`src/rtl/wb_mux_pkg.sv`:
```
// Shared constants for the Wishbone slave mux: FSM encoding,
// error data default and width helpers.
package wb_mux_pkg;

  localparam logic [1:0] S_IDLE = 2'd0;
  localparam logic [1:0] S_FWD  = 2'd1;
  localparam logic [1:0] S_RESP = 2'd2;

  localparam logic [31:0] ERR_DATA_DEF = 32'hDEAD_BEEF;

  function automatic int cnt_w(input int to_cyc);
    return $clog2(to_cyc + 1);
  endfunction

  // Index width, never below one bit so NSLV=1 still builds.
  function automatic int idx_w(input int n);
    return (n > 1) ? $clog2(n) : 1;
  endfunction

  function automatic logic [7:0] sat_inc8(input logic [7:0] v);
    return (v == 8'hFF) ? v : v + 8'd1;
  endfunction

endpackage

```
`src/rtl/wb_addr_decode.sv`:
```
// Combinational base/mask address decoder, lowest index wins.
// Ports: adr_i address in; hit_o any match; idx_o winning slave.
module wb_addr_decode
  import wb_mux_pkg::*;
#(
  parameter int NSLV = 4,
  parameter logic [NSLV*32-1:0] SLV_BASE = '0,
  parameter logic [NSLV*32-1:0] SLV_MASK = '0,
  localparam int IW = idx_w(NSLV)
) (
  input  logic [31:0]   adr_i,
  output logic          hit_o,
  output logic [IW-1:0] idx_o
);

  // Scan high to low so the lowest matching index is left last.
  always_comb begin
    hit_o = 1'b0;
    idx_o = '0;
    for (int i = NSLV - 1; i >= 0; i--) begin
      if ((adr_i & SLV_MASK[32*i +: 32]) ==
          SLV_BASE[32*i +: 32]) begin
        hit_o = 1'b1;
        idx_o = IW'(i);
      end
    end
  end

endmodule

```
`src/rtl/wb_slave_mux.sv`:
```
// Wishbone classic 1-to-NSLV slave mux with registered request
// and response paths, error acks for unmapped addresses and,
// with WB_MUX_TIMEOUT_EN defined, for slaves that never ack.
// Ports: wbs_* master side; m_* broadcast/per-slave side;
// err_pulse_o one-cycle error flag; err_cnt_o saturating count.
module wb_slave_mux
  import wb_mux_pkg::*;
#(
  parameter int NSLV = 4,
  parameter int DW = 32,
  parameter logic [NSLV*32-1:0] SLV_BASE = {
    32'h3200_0000, 32'h3100_0000,
    32'h3800_0000, 32'h3000_0000},
  parameter logic [NSLV*32-1:0] SLV_MASK = {
    32'hFF00_0000, 32'hFF00_0000,
    32'hFF00_0000, 32'hFFFF_FFF0},
  parameter int TO_CYC = 255,
  parameter logic [DW-1:0] ERR_DATA = DW'(ERR_DATA_DEF)
) (
  input  logic               wb_clk_i,
  input  logic               wb_rst_i,
  input  logic               wbs_cyc_i,
  input  logic               wbs_stb_i,
  input  logic               wbs_we_i,
  input  logic [DW/8-1:0]    wbs_sel_i,
  input  logic [31:0]        wbs_adr_i,
  input  logic [DW-1:0]      wbs_dat_i,
  output logic               wbs_ack_o,
  output logic [DW-1:0]      wbs_dat_o,
  output logic [NSLV-1:0]    m_cyc_o,
  output logic [NSLV-1:0]    m_stb_o,
  output logic               m_we_o,
  output logic [DW/8-1:0]    m_sel_o,
  output logic [31:0]        m_adr_o,
  output logic [DW-1:0]      m_dat_o,
  input  logic [NSLV-1:0]    m_ack_i,
  input  logic [NSLV*DW-1:0] m_dat_i,
  output logic               err_pulse_o,
  output logic [7:0]         err_cnt_o
);

  localparam int IW = idx_w(NSLV);

  logic [1:0]      state_q, state_d;
  logic [IW-1:0]   idx_q, idx_d;
  logic            err_q, err_d;
  logic [NSLV-1:0] strb_q, strb_d;
  logic            we_q, we_d;
  logic [DW/8-1:0] sel_q, sel_d;
  logic [31:0]     adr_q, adr_d;
  logic [DW-1:0]   wdat_q, wdat_d;
  logic [DW-1:0]   rdat_q, rdat_d;
  logic [7:0]      ecnt_q, ecnt_d;

  logic            dec_hit;
  logic [IW-1:0]   dec_idx;
  logic            ack_sel;
  logic [DW-1:0]   dat_sel;
  logic            to_hit;

  wb_addr_decode #(
    .NSLV     (NSLV),
    .SLV_BASE (SLV_BASE),
    .SLV_MASK (SLV_MASK)
  ) u_dec (
    .adr_i (wbs_adr_i),
    .hit_o (dec_hit),
    .idx_o (dec_idx)
  );

  always_comb begin
    ack_sel = 1'b0;
    dat_sel = '0;
    for (int i = 0; i < NSLV; i++) begin
      if (idx_q == IW'(i)) begin
        ack_sel = m_ack_i[i];
        dat_sel = m_dat_i[DW*i +: DW];
      end
    end
  end

`ifdef WB_MUX_TIMEOUT_EN
  localparam int CW = cnt_w(TO_CYC);

  logic [CW-1:0] to_cnt_q, to_cnt_d;

  // Zero outside FWD, so it reads 0 in the first FWD cycle.
  always_comb begin
    to_cnt_d = '0;
    if (state_q == S_FWD) begin
      to_cnt_d = to_cnt_q + CW'(1);
    end
  end

  always_ff @(posedge wb_clk_i) begin
    if (wb_rst_i) begin
      to_cnt_q <= '0;
    end else begin
      to_cnt_q <= to_cnt_d;
    end
  end

  assign to_hit = (state_q == S_FWD) &&
                  (to_cnt_q == CW'(TO_CYC));
`else
  logic unused_to_cyc;
  assign unused_to_cyc = (TO_CYC != 0);
  assign to_hit = 1'b0;
`endif

  always_comb begin
    state_d = state_q;
    idx_d   = idx_q;
    err_d   = err_q;
    strb_d  = strb_q;
    we_d    = we_q;
    sel_d   = sel_q;
    adr_d   = adr_q;
    wdat_d  = wdat_q;
    rdat_d  = rdat_q;
    ecnt_d  = ecnt_q;
    case (state_q)
      S_IDLE: begin
        if (wbs_cyc_i && wbs_stb_i) begin
          we_d   = wbs_we_i;
          sel_d  = wbs_sel_i;
          adr_d  = wbs_adr_i;
          wdat_d = wbs_dat_i;
          if (dec_hit) begin
            idx_d   = dec_idx;
            strb_d  = NSLV'(1) << dec_idx;
            state_d = S_FWD;
          end else begin
            err_d   = 1'b1;
            rdat_d  = wbs_we_i ? '0 : ERR_DATA;
            ecnt_d  = sat_inc8(ecnt_q);
            state_d = S_RESP;
          end
        end
      end
      S_FWD: begin
        // Abort beats ack: the master no longer wants a reply.
        if (!wbs_cyc_i) begin
          strb_d  = '0;
          state_d = S_IDLE;
        end else if (ack_sel) begin
          err_d   = 1'b0;
          rdat_d  = we_q ? '0 : dat_sel;
          strb_d  = '0;
          state_d = S_RESP;
        end else if (to_hit) begin
          err_d   = 1'b1;
          rdat_d  = we_q ? '0 : ERR_DATA;
          ecnt_d  = sat_inc8(ecnt_q);
          strb_d  = '0;
          state_d = S_RESP;
        end
      end
      S_RESP: begin
        err_d   = 1'b0;
        state_d = S_IDLE;
      end
      default: begin
        strb_d  = '0;
        err_d   = 1'b0;
        state_d = S_IDLE;
      end
    endcase
  end

  always_ff @(posedge wb_clk_i) begin
    if (wb_rst_i) begin
      state_q <= S_IDLE;
      idx_q   <= '0;
      err_q   <= 1'b0;
      strb_q  <= '0;
      we_q    <= 1'b0;
      sel_q   <= '0;
      adr_q   <= '0;
      wdat_q  <= '0;
      rdat_q  <= '0;
      ecnt_q  <= '0;
    end else begin
      state_q <= state_d;
      idx_q   <= idx_d;
      err_q   <= err_d;
      strb_q  <= strb_d;
      we_q    <= we_d;
      sel_q   <= sel_d;
      adr_q   <= adr_d;
      wdat_q  <= wdat_d;
      rdat_q  <= rdat_d;
      ecnt_q  <= ecnt_d;
    end
  end

  assign wbs_ack_o   = (state_q == S_RESP);
  assign err_pulse_o = (state_q == S_RESP) && err_q;
  assign wbs_dat_o   = rdat_q;
  assign err_cnt_o   = ecnt_q;
  assign m_cyc_o     = strb_q;
  assign m_stb_o     = strb_q;
  assign m_we_o      = we_q;
  assign m_sel_o     = sel_q;
  assign m_adr_o     = adr_q;
  assign m_dat_o     = wdat_q;

endmodule

```
`config.mk`:
```
export PLATFORM = sky130hd
export DESIGN_NAME = wb_slave_mux
export DESIGN_NICKNAME = d
export VERILOG_FILES = /design/src/rtl/wb_mux_pkg.sv /design/src/rtl/wb_addr_decode.sv /design/src/rtl/wb_slave_mux.sv
export SDC_FILE = /design/constraint.sdc
export NUM_CORES = 1
export LEC_CHECK = 0
export BUFFER_PORTS_ARGS = -buffer_cell sky130_fd_sc_hd__buf_2
export CAP_MARGIN = 10
export CELL_PAD_IN_SITES_DETAIL_PLACEMENT = 0
export CELL_PAD_IN_SITES_GLOBAL_PLACEMENT = 2
export CORE_MARGIN = 4
export CORE_UTILIZATION = 24
export CTS_CLUSTER_DIAMETER = 120
export CTS_CLUSTER_SIZE = 25
export DETAILED_ROUTE_END_ITERATION = 6
export PLACE_DENSITY = 0.81
export SLEW_MARGIN = 25
export SYNTH_ARGS = -nofsm -noshare
export SYNTH_HDL_FRONTEND = slang
export SYNTH_SLANG_ARGS = --single-unit
```
`constraint.sdc`:
```
create_clock -name wb_clk_i -period 2.8 [get_ports wb_clk_i]
set_clock_uncertainty 0.2 [all_clocks]
set_input_delay 0 -clock wb_clk_i [delete_from_list [all_inputs] [get_ports wb_clk_i]]
set_output_delay 0 -clock wb_clk_i [all_outputs]
set_load 0.05 [all_outputs]
```
* Word level (Yosys, flattened, before mapping)
Cells that the tools add are included.
** Cells by class
- Muxes and demuxes :: 38
- Equality and inequality tests :: 16
- Add/sub/neg operators :: 1
- Shift-type cells :: 1
- Bitwise operators :: 3
- Reductions and logical operators :: 12
** Operators by type and width (count)
- two-way mux 32 bit :: 10
- one-hot mux 32 bit (2 select lines) :: 1
- == test 28 x 26 -> 1 bit, second input constant :: 1
- == test 8 x 6 -> 1 bit, second input constant :: 3
- two-way mux 2 bit :: 8
- two-way mux 4 bit :: 4
- two-way mux 1 bit :: 12
- one-hot mux 4 bit (3 select lines) :: 1
- AND reduction 4 bit :: 3
- != test 2 bit, second input constant :: 5
- adder 8 x 1 -> 8 bit, second input constant :: 1
- == test 8 bit, second input constant :: 1
- == test 2 bit, second input constant :: 3
- AND reduction 5 bit :: 1
- == test 2 x 1 -> 1 bit, second input constant :: 2
- zero test 2 bit :: 2
- one-hot mux 2 bit (2 select lines) :: 1
- AND reduction 2 bit :: 2
- left shift 1 x 2 -> 4 bit, first input constant :: 1
- != test 3 bit, second input constant :: 1
- NOT 1 bit :: 3
- AND reduction 3 bit :: 1
- logical AND 1 bit :: 2
- one-hot mux 1 bit (2 select lines) :: 1
- nonzero test 2 bit :: 1
** Storage, ports and cells
- Register bits :: 118
- Logic and storage cells :: 81
- Input port bits :: 205
- Output and inout port bits :: 119

* Depth between registers and ports, before layout
Gate-level depths: netlist of run 1.
- Depth in word-level cells :: 9
- Depth in mapped cells :: 8
- Depth with buffers taken out :: 5

* Cells and area by module
From an unflattened synthesis of run 1, not the netlist that was laid out.
** Second synthesis, totals
- Cells, all modules :: 643
- Area, all modules :: 5398.9 µm²
** By module, submodules not included
- wb_slave_mux :: cells each 627, times used 1, sequential area each 2362.3 µm², area each 5286.3 µm²
- wb_addr_decode :: cells each 16, times used 1, sequential area each 0.0 µm², area each 112.6 µm²

* Worst setup path after synthesis of run 1
OpenSTA, ideal clock, no wires.
- Path kind :: input to register
- From :: input port wbs_adr_i[7]
- To :: register rdat_q[10], in the netlist wbs_dat_o[10]
- Path buffers :: 3
- Setup slack :: 0.364 ns
- Library setup time :: 0.081 ns
- Data required time :: 2.519 ns
- Stages :: 8
- Arrival time :: 2.155 ns
- Cells stage by stage :: or4_1 > or4_4 > or4_4 > buf_6 > and2_4 > buf_6 > buf_6 > a211oi_2
** Between the ends
- Cells in the longest elaborated chain, start to end :: 4
** RTL lines
- from (decl) :: line wb_slave_mux.sv:26 : input logic [31:0] wbs_adr_i,
- == test 28 x 26 -> 1 bit :: line wb_addr_decode.sv:21 : if ((adr_i & SLV_MASK[32*i +: 32]) ==
- two-way mux 1 bit :: line wb_addr_decode.sv:21
- != test 2 bit (no source line)
- AND reduction 5 bit (no source line)
- to (signal assigned) :: line wb_slave_mux.sv:192 : rdat_q <= rdat_d;
- to (decl) :: line wb_slave_mux.sv:52 : logic [DW-1:0] rdat_q, rdat_d;
Every way passes these cells.
A chain may end at the register's enable or synchronous reset.

* Final worst setup path of run 1
- From :: input port wbs_adr_i[10]
- To :: register rdat_q[27], in the netlist wbs_dat_o[27]
Same word-level chain as after synthesis.

==> results_dict.tcl, run 1 <==
set metrics [dict create \
    antenna_cells 0 \
    r2r_start "idx_q[0]" \
    routed_wl_um 21900 \
    viasPerCell 4.46 \
    layout.nets 1254 \
    synth_area_um2 5580 \
    muxShareOfSynthArea_pct 15.2 \
    core-area_um2 22800 \
    nFillCells 2298 \
    tns_ns 0 \
    first_iter_violations 334 \
    area_growth_pct 70.1 \
    port_buffers 323 \
    insertion_delay_ns 0.41 \
    clockBufferDepth 2 \
    synth_compound_area_share_pct 19.1 \
    synth_top_area_share_pct 42.3 \
    clockRootBuffer "clkbuf_16" \
    critPathLaunchType "input pin" \
    use_met3_pct 4.52 \
    dp_cells 1210 \
    rr_endpoint "wbs_dat_o[20]" \
    hold_viol_final 0 \
    grt_use_met2_pct 27.6 \
    setup_viol 0 \
    sw_frac_of_total_pct 26.6 \
    ys_seq_elements 118 \
    p_per_area_nw_per_um2 555 \
    antenna_found_initial 0 \
    critical_path.max_fanout 19 \
    critPathRequiredTime_ns 2.94 \
    timing.slew.headroom_pct 45.2 \
    die_h_um 160 \
    synth_fp_nets 823 \
    die_width_um 160 \
    syn_avg_cell_area_um2 9.04 \
    finalCritPeriodShare_pct 98.4 \
    cts_buffers 17 \
    period_minus_slack_ns 2.75 \
    wl_per_cell_um 15.9 \
    end_kind "register" \
    p_seq_share_pct 34.0 \
    synth_warnings 0 \
    crit_chain "dlygate4sd3_1 -> buf_2 -> or4_1 -> or4_4 -> or4_4 -> and2_2 -> a211oi_2" \
    crit_path_end "wbs_dat_o[27]" \
    synth_top_family_by_area "compound AO/OA/AOI/OAI gates" \
    critPathMaxStageDelay_ns 0.64 \
    synth-main-ff-cell "dfxtp_1" \
    leakage_uw 0.00413 \
    rsz0062_at_grt "false" \
    dieArea_um2 25700 \
    clkTransAtPathRegs_ns 0.06 \
    hold_class "in -> reg" \
    hold_depth 4 \
    crit_path_start "wbs_adr_i[10]" \
    grt_first_pass_wirelength_um 34000 \
    slew_viol_final 0 \
    grt-ovfl-total 0 \
    combPwrFrac_pct 17.9 \
    synth_cell_type_count 46 \
    power.internal_uw 3870 \
    crit_buf_inv 2 \
    worst_pin_slew_ns 0.823 \
    synth_edf_count 0 \
    worst_ep_arrival_time_ns 2.89 \
    synth_fa_ha_area_share_pct 0.224 \
    clkPwrFrac_pct 48.1 \
    grt.busiest_layer "met2" \
    synth.area.top_cells "dfxtp_1 42%, mux4_2 13%, a21oi_1 11%, nand2_1 10%, a211oi_2 4.5%" \
    antenna_left 0 \
    worstRegToRegCells 5 \
    critPathKind "in -> reg" \
    cts.sinks 118 \
    layoutNonFillerInstCount 1374 \
    cts_tree "done" \
    maxCapViolations 0 \
    synth_cells 617 \
    first_global_vias 6271 \
    crit_top_cell "or4_4" \
    fmax_mhz 363 \
    firstDrtPassIters 4 \
    hpwl_um 15700 \
    pin_count 324 \
    grt_start_max_net_pins 75 \
    start_util_pct 24.5 \
    synth_top_area_cell "dfxtp_1" \
    async_flop_share_pct 0 \
    grt_usage_pct 16.5 \
    vias 6126 \
    drive_gt1_share_pct 41.8 \
    reg2reg_slack_ns 0.24 \
    seq_area_um2 2360 \
    path_delay_family "simple AND/OR/NAND/NOR gates" \
    multi_input_area_um2 3000 \
    drcViolationCount 0 \
    status "complete, no violations" \
    post-cts-setup-buffer-count 0 \
    crit_cells 7 \
    synth-simple-area-share_pct 18.0 \
    switchingPower_uw 1400 \
    use_met1_pct 20.4 \
    core.rowCount 55 \
    h-tree-depth 4 \
    place_congestion 0.784 \
    irDropWorstVdd_mv 0.348 \
    synth_xor_area_share_pct 0.314 \
    cp_slowest_cell "or4_4" \
    hold_ws_ns 0.00957 \
    yosysSeqAreaShare_pct 42.3 \
]
-- flip-flops by register name, indices dropped and copies added, names as in the netlist --
name and cells:
err_q 1, wbs_dat_o 32, state_q 2, err_cnt_o 8, m_cyc_o 4, m_adr_o 32
m_sel_o 4, m_we_o 1, idx_q 2, m_dat_o 32
-- cell usage after synthesis, types with 2 or more instances --
library cell,number
nand2_1,156
a21oi_1,121
dfxtp_1,118
clkbuf_1,41
mux4_2,33
a211oi_2,20
nor2_1,17
buf_1,7
mux2i_1,7
nor2b_1,7
a211oi_1,6
or4_1,6
a31o_2,5
nand3_1,5
nand4_1,5
nor3_1,5
o31ai_1,5
and3_1,4
buf_4,4
buf_6,4
nor4_1,4
inv_1,3
mux2_2,3
or2_2,3
and2_1,2
nand4bb_1,2
o21ai_0,2
o311ai_0,2
o41ai_1,2
or4_4,2
-- cell usage in the layout (no fill, tap or decap), drive strengths merged, types with 6 or more instances in the layout --
cell,count
nor2b,7
bufinv,6
dlygate4sd3,131
or4,8
buf,337
nand2,157
nor2,17
a211oi,26
clkbuf,21
mux4,33
mux2i,7
a21oi,121
dfxtp,118
-- cell families (layout without fill, tap and decap cells) --
logic type | count (synthesis) | after routing
AND/OR/NAND/NOR | 225 | 226
AO/OA/AOI/OAI | 168 | 168
XOR/XNOR | 2 | 2
flip-flops | 118 | 118
buffers and inverters | 60 | 503
adder cells (fa/ha/maj) | 1 | 1
multiplexers | 43 | 43
-- stage by stage --
step           power [µW]  cell area, µm²  worst slack [ns]  utilization [%]
2_1_floorplan        2330            5580             0.364                -
3_3_place_gp         2620            7480            0.0962             32.8
3_5_place_dp         2630            7480            0.0682             32.8
4_1_cts              5350            9470            0.0254             41.6
5_1_grt              5510            9490            0.0116             41.7
6_report             5270            9490            0.0456             41.7
-- how the worst min path moves through the flow --
stage / start / to / slack, ns
after floorplan: wbs_adr_i[0] / m_adr_o[0] / -0.06
after global placement: wbs_adr_i[0] / m_adr_o[0] / 0.04
after detailed placement: wbs_dat_i[3] / m_dat_o[3] / 0.05
after CTS: m_dat_i[101] / wbs_dat_o[5] / 0.0005
after global routing: m_dat_i[101] / wbs_dat_o[5] / 0.01
final: m_dat_i[13] / wbs_dat_o[13] / 0.01
-- tightest hold or removal path: cells and delay by family --
family                 cells  cell delay, ns
AOI/OAI and AO/OA          2            0.28
buffers and inverters      1            0.07
muxes                      1            0.22
-- routing by layer --
| metal | routed length (µm) | share of wire (%) | up-vias |
|---|---|---|---|
| li1 | - | - | 3078 |
| met1 | 9530 | 44 | 2842 |
| met2 | 10600 | 49 | 171 |
| met3 | 1210 | 5.5 | 35 |
| met4 | 533 | 2.4 | 0 |
| met5 | 0 | 0 | - |
-- power by group through the flow --
stage / clock network [µW] / logic [µW] / registers, µW
detailed placement: 0 / 798 / 1830
floorplan: 0 / 252 / 2070
global route: 2700 / 1010 / 1800
finish: 2530 / 940 / 1790
global placement: 0 / 793 / 1830
CTS: 2610 / 944 / 1790
-- area by class of cell --
cell class	instances	area share [%]
multi-input cells	440	31.6
well taps	313	4.13
clock buffers	21	4.85
inverters	3	0.119
flip-flops and latches	118	24.9
clock inverters	11	2.33
repair buffers	468	32.1
-- what timing repair did --
item                                    in CTS  in global routing
hold buffers                               131                  0
endpoints found under the setup margin       0                  7
resized for setup                            0                  2
hold endpoints to repair                   112                  0
Power figures use the tool's default switching activity.
==> inputs of run 2 (changes only) <==
--- a/config.mk
+++ b/config.mk
@@ -5,8 +5,7 @@
 export SDC_FILE = /design/constraint.sdc
 export NUM_CORES = 1
 export LEC_CHECK = 0
-export BUFFER_PORTS_ARGS = -buffer_cell sky130_fd_sc_hd__buf_2
-export CAP_MARGIN = 10
+export BUFFER_PORTS_ARGS = -buffer_cell sky130_fd_sc_hd__clkbuf_2
 export CELL_PAD_IN_SITES_DETAIL_PLACEMENT = 0
 export CELL_PAD_IN_SITES_GLOBAL_PLACEMENT = 2
 export CORE_MARGIN = 4
@@ -14,7 +13,7 @@
 export CTS_CLUSTER_DIAMETER = 120
 export CTS_CLUSTER_SIZE = 25
 export DETAILED_ROUTE_END_ITERATION = 6
-export PLACE_DENSITY = 0.81
+export PLACE_DENSITY_LB_ADDON = 0.1
 export SLEW_MARGIN = 25
 export SYNTH_ARGS = -nofsm -noshare
 export SYNTH_HDL_FRONTEND = slang
==> run 2 against run 1 <==
Net effect:
- worst hold slack gained 0.0064 ns
- final area shrank 1.2%
- cell count down 0.58%
- total power down 4.5%
- count of clock-buffer cells in the layout rose by 2
- via count increased by 3.7%
- global-route usage increased by 0.91 points
- critical path depth did not move
- routed wire length grew 5.2%
- critical path type unchanged
- largest power group unchanged
==> results_dict.tcl, run 2 (synthesized netlist as in run 1, its figures left out) <==
set metrics [dict create \
    grt_usage_pct 17.4 \
    critPathKind "in -> reg" \
    die_h_um 160 \
    clockRootBuffer "clkbuf_16" \
    post-cts-setup-buffer-count 0 \
    setup_viol 0 \
    status "complete, no violations" \
    multi_input_area_um2 3010 \
    hold_class "in -> reg" \
    rsz0062_at_grt "false" \
    antenna_found_initial 0 \
    rr_endpoint "m_adr_o[29]" \
    pin_count 324 \
    reg2reg_slack_ns 0.20 \
    first_iter_violations 279 \
    wl_per_cell_um 16.9 \
    post-place-ws_ns 0.135 \
    seq_area_um2 2360 \
    antenna_left 0 \
    fin_total_pwr_uw 5030 \
    critPathRequiredTime_ns 2.92 \
    p_per_area_nw_per_um2 536 \
    first_global_vias 6693 \
    layout.nets 1247 \
    worst_pin_slew_ns 0.843 \
    maxCapViolations 0 \
    cts.sinks 118 \
    worstHoldEndpoint "wbs_dat_o[23]" \
    slew_viol_final 0 \
    worst_ep_arrival_time_ns 2.87 \
    hold_start "m_dat_i[119]" \
    irDropWorstVdd_mv 0.327 \
    start_util_pct 24.5 \
    core.rowCount 55 \
    period_minus_slack_ns 2.75 \
    antenna_cells 0 \
    r2r_start "state_q[1]" \
    cts_buffers 17 \
    clockBufferDepth 2 \
    worstRegToRegCells 6 \
    end_kind "register" \
    grt_use_met2_pct 29.8 \
    use_met1_pct 21.1 \
    critical_path.max_fanout 12 \
    hold_depth 4 \
    vias 6350 \
    dieArea_um2 25700 \
    grt-ovfl-total 0 \
    finalCritPeriodShare_pct 98.2 \
    hold_viol_final 0 \
    tns_ns 0 \
    crit_path_start "wbs_adr_i[7]" \
    drive_gt1_share_pct 42.4 \
    place_congestion 0.770 \
    core-area_um2 22800 \
    final_cell_mix "322 x clkbuf_2, 156 x nand2_1, 124 x dlygate4sd3_1" \
    viasPerCell 4.65 \
    firstDrtPassIters 5 \
    grt_first_pass_wirelength_um 36200 \
    area_growth_pct 68.0 \
    mostFrequentLayoutCell "clkbuf_2" \
    h-tree-depth 4 \
    use_met3_pct 5.57 \
    leakage_uw 0.00409 \
    fmax_mhz 364 \
    port_buffers 323 \
    worst_slack_ns 0.0511 \
    grt_start_max_net_pins 75 \
    insertion_delay_ns 0.40 \
    hpwl_um 16700 \
    clkTransAtPathRegs_ns 0.06 \
    drcViolationCount 0 \
    nFillCells 2323 \
    cts_tree "done" \
    timing.slew.headroom_pct 43.8 \
    die_width_um 160 \
    grt.busiest_layer "met2" \
    critPathLaunchType "input pin" \
    routed_wl_um 23000 \
]
-- run 2: area by class of cell --
cell class	count	share of cell area, %
clock buffer	23	5.31
clock inverter	8	1.28
sequential	118	25.2
inverter	3	0.120
timing repair buffer	461	31.8
multi-input combinational	440	32.1
tap	313	4.18
-- run 2: worst max-delay path: stages --
cell	delay, ns
dlygate4sd3_1	0.55
clkbuf_2	0.12
or4_4	0.55
or4_4	0.52
or4_4	0.56
and2_2	0.35
a211oi_2	0.22
-- run 2: worst max-delay path by stage --
stage / depth (start not counted) / slack (ns) / to
4_1_cts: 8 / 0.002 / wbs_dat_o[11]
3_3_place_gp: 5 / 0.03 / wbs_dat_o[1]
2_1_floorplan: 8 / 0.36 / wbs_dat_o[10]
3_5_place_dp: 7 / 0.13 / wbs_dat_o[11]
5_1_grt: 7 / 0.004 / wbs_dat_o[23]
6_report: 7 / 0.05 / wbs_dat_o[30]
-- run 2: power breakdown --
part / total, µW / switching [µW] / internal [µW]
sequential: 1800 / 43.3 / 1750
combinational: 938 / 560 / 379
clock: 2290 / 780 / 1510
-- run 2: routing by layer --
metal  vias to the layer above  part of all wire, %
met5                         -                    0
met4                         0                  1.5
met3                        23                  6.5
met2                       224                   50
met1                      3037                   42
li1                       3066                    -
-- run 2: per-stage QoR --
stage	cell area [µm²]	std cells	util [%]	hold slack, ns
floorplan	5580	617	-	-0.0640
global placement	7470	1209	32.8	0.0232
detailed placement	7480	1210	32.8	0.0287
CTS	9340	1365	41.0	0.000407
global route	9370	1366	41.1	0.0162
finish	9370	1366	41.1	0.0160
-- run 2: what timing repair did --
| action | CTS | global route |
|---|---|---|
| hold buffers | 124 | 0 |
| gates resized for setup | 0 | 6 |
| endpoints found under the hold margin | 92 | 0 |
| setup endpoints to repair | 0 | 38 |
==> inputs of run 3 (changes only) <==
==> constraint.sdc (replaced) <==
create_clock -name wb_clk_i -period 2.8 [get_ports wb_clk_i]
set_clock_uncertainty 0.2 [all_clocks]
set_input_delay 0.28 -clock wb_clk_i [delete_from_list [all_inputs] [get_ports wb_clk_i]]
set_output_delay 0.28 -clock wb_clk_i [all_outputs]
set_load 0.05 [all_outputs]
==> run 3 against run 2 <==
Net effect:
- first-iteration DRC count down 11%
- critical path depth is the same
- utilization is 2.6 points lower
- non-clock buffer count is 56 lower
- worst hold slack gained 0.051 ns
- final area is 6.4% lower
- critical path type unchanged
==> results_dict.tcl, run 3 (synthesized netlist as in run 1, its figures left out) <==
set metrics [dict create \
    grt-ovfl-total 0 \
    irDropWorstVdd_mv 0.322 \
    viasPerCell 4.64 \
    slew_viol_final 0 \
    first_global_vias 6666 \
    firstDrtPassIters 5 \
    status "complete, no violations" \
    place_congestion 0.790 \
    seq_area_um2 2360 \
    die_width_um 160 \
    mostFrequentLayoutCell "clkbuf_2" \
    layout.nets 1190 \
    critPathLaunchType "input pin" \
    cts_tree "done" \
    critPathMaxStageDelay_ns 0.58 \
    worst_slack_ns 0.0784 \
    grt_first_pass_wirelength_um 35300 \
    antenna_found_initial 1 \
    drive_gt1_share_pct 44.6 \
    leakage_uw 0.00378 \
    period_minus_slack_ns 2.72 \
    final_cell_mix "322 x clkbuf_2, 156 x nand2_1, 121 x a21oi_1" \
    maxCapViolations 0 \
    crit_chain "dlygate4sd3_1 -> clkbuf_2 -> nand4bb_1 -> or4_4 -> or4_4 -> and2_4 -> a211oi_2" \
    port_buffers 323 \
    place_area_um2 7500 \
    first_iter_violations 249 \
    crit_top_cell "or4_4" \
    cts_buffers 17 \
    clkTransAtPathRegs_ns 0.06 \
    clockRootBuffer "clkbuf_16" \
    multi_input_area_um2 3010 \
    nFillCells 2358 \
    hpwl_um 16400 \
    die_h_um 160 \
    finalCritPeriodShare_pct 97.2 \
    setup_viol 0 \
    timing.slew.headroom_pct 41.9 \
    final_area_um2 8770 \
    pin_count 324 \
    insertion_delay_ns 0.40 \
    routed_wl_um 22000 \
    antenna_left 0 \
    post-cts-setup-buffer-count 0 \
    hold_class "in -> reg" \
    cts.sinks 118 \
    clockBufferDepth 2 \
    critPathKind "in -> reg" \
    end_kind "register" \
    fin_total_pwr_uw 4820 \
    area_growth_pct 57.2 \
    grt_usage_pct 16.9 \
    fmax_mhz 367 \
    start_util_pct 24.5 \
    dieArea_um2 25700 \
    worst_ep_arrival_time_ns 2.84 \
    rsz0062_at_grt "true" \
    core.rowCount 55 \
    critPathRequiredTime_ns 2.92 \
    p_per_area_nw_per_um2 550 \
    h-tree-depth 4 \
    cp_slowest_cell "or4_4" \
    tns_ns 0 \
    wl_per_cell_um 16.8 \
    drcViolationCount 0 \
    core-area_um2 22800 \
    post-place-ws_ns -0.0944 \
    grt_start_max_net_pins 75 \
    worst_pin_slew_ns 0.872 \
    vias 6087 \
    critical_path.max_fanout 24 \
    hold_viol_final 0 \
]
[run 3: power by group]
group | leakage (µW) | total (µW) | switching (µW) | internal, µW
combinational | 0.00253 | 875 | 546 | 330
sequential | 0.000964 | 1800 | 42.7 | 1750
clock | 0.000283 | 2150 | 773 | 1370
total | 0.00378 | 4820 | 1360 | 3460
[run 3: timing repair]
action	CTS	global route
hold buffers	67	0
hold endpoints to repair	67	0
resized for setup	0	3
endpoints found under the setup margin	0	3
[run 3: per-stage QoR]
| stage | std cells | hold slack (ns) | utilization (%) |
|---|---|---|---|
| final | 1311 | 0.0673 | 38.5 |
| after global placement | 1211 | 0.242 | 32.9 |
| after global routing | 1311 | 0.0744 | 38.5 |
| after floorplan | 617 | 0.216 | - |
| after CTS | 1310 | 0.0426 | 38.4 |
| after detailed placement | 1211 | 0.248 | 32.9 |
[run 3: final timing paths]
kind / startpoint / to / slack (ns) / cells past startpoint
worst max-delay path: wbs_adr_i[30] / wbs_dat_o[15] / 0.08 / 7
worst min-delay path: wbs_adr_i[25] / m_adr_o[25] / 0.07 / 4
worst max register to register: state_q[0] / m_cyc_o[3] / 0.52 / 5
worst min register to register: m_dat_o[10] / m_dat_o[10] / 0.25 / 2
[run 3: layer usage]
metal  wire length [µm]  vias up  global-route usage (%)  share of wire (%)
li1                   -     2948                       -                  -
met3               1760       18                    6.16                8.0
met2              11100      212                    29.5                 50
met1               8890     2909                    19.6                 40
met4                278        0                    4.42                1.3
met5                  0        -                       0                  0
[run 3: critical path: cells and delay by family]
family / cells / cell delay, ns
compound gates: 1 / 0.22
buf+inv: 2 / 0.65
simple gates: 4 / 1.66
[run 3: layout make-up]
type	count	area share (%)
antenna	1	0.0285
clock buffer	23	5.45
clock inverter	9	1.14
inverter	3	0.128
multi-input combinational	439	34.3
sequential	118	27.0
tap	313	4.47
timing repair buffer	405	27.5
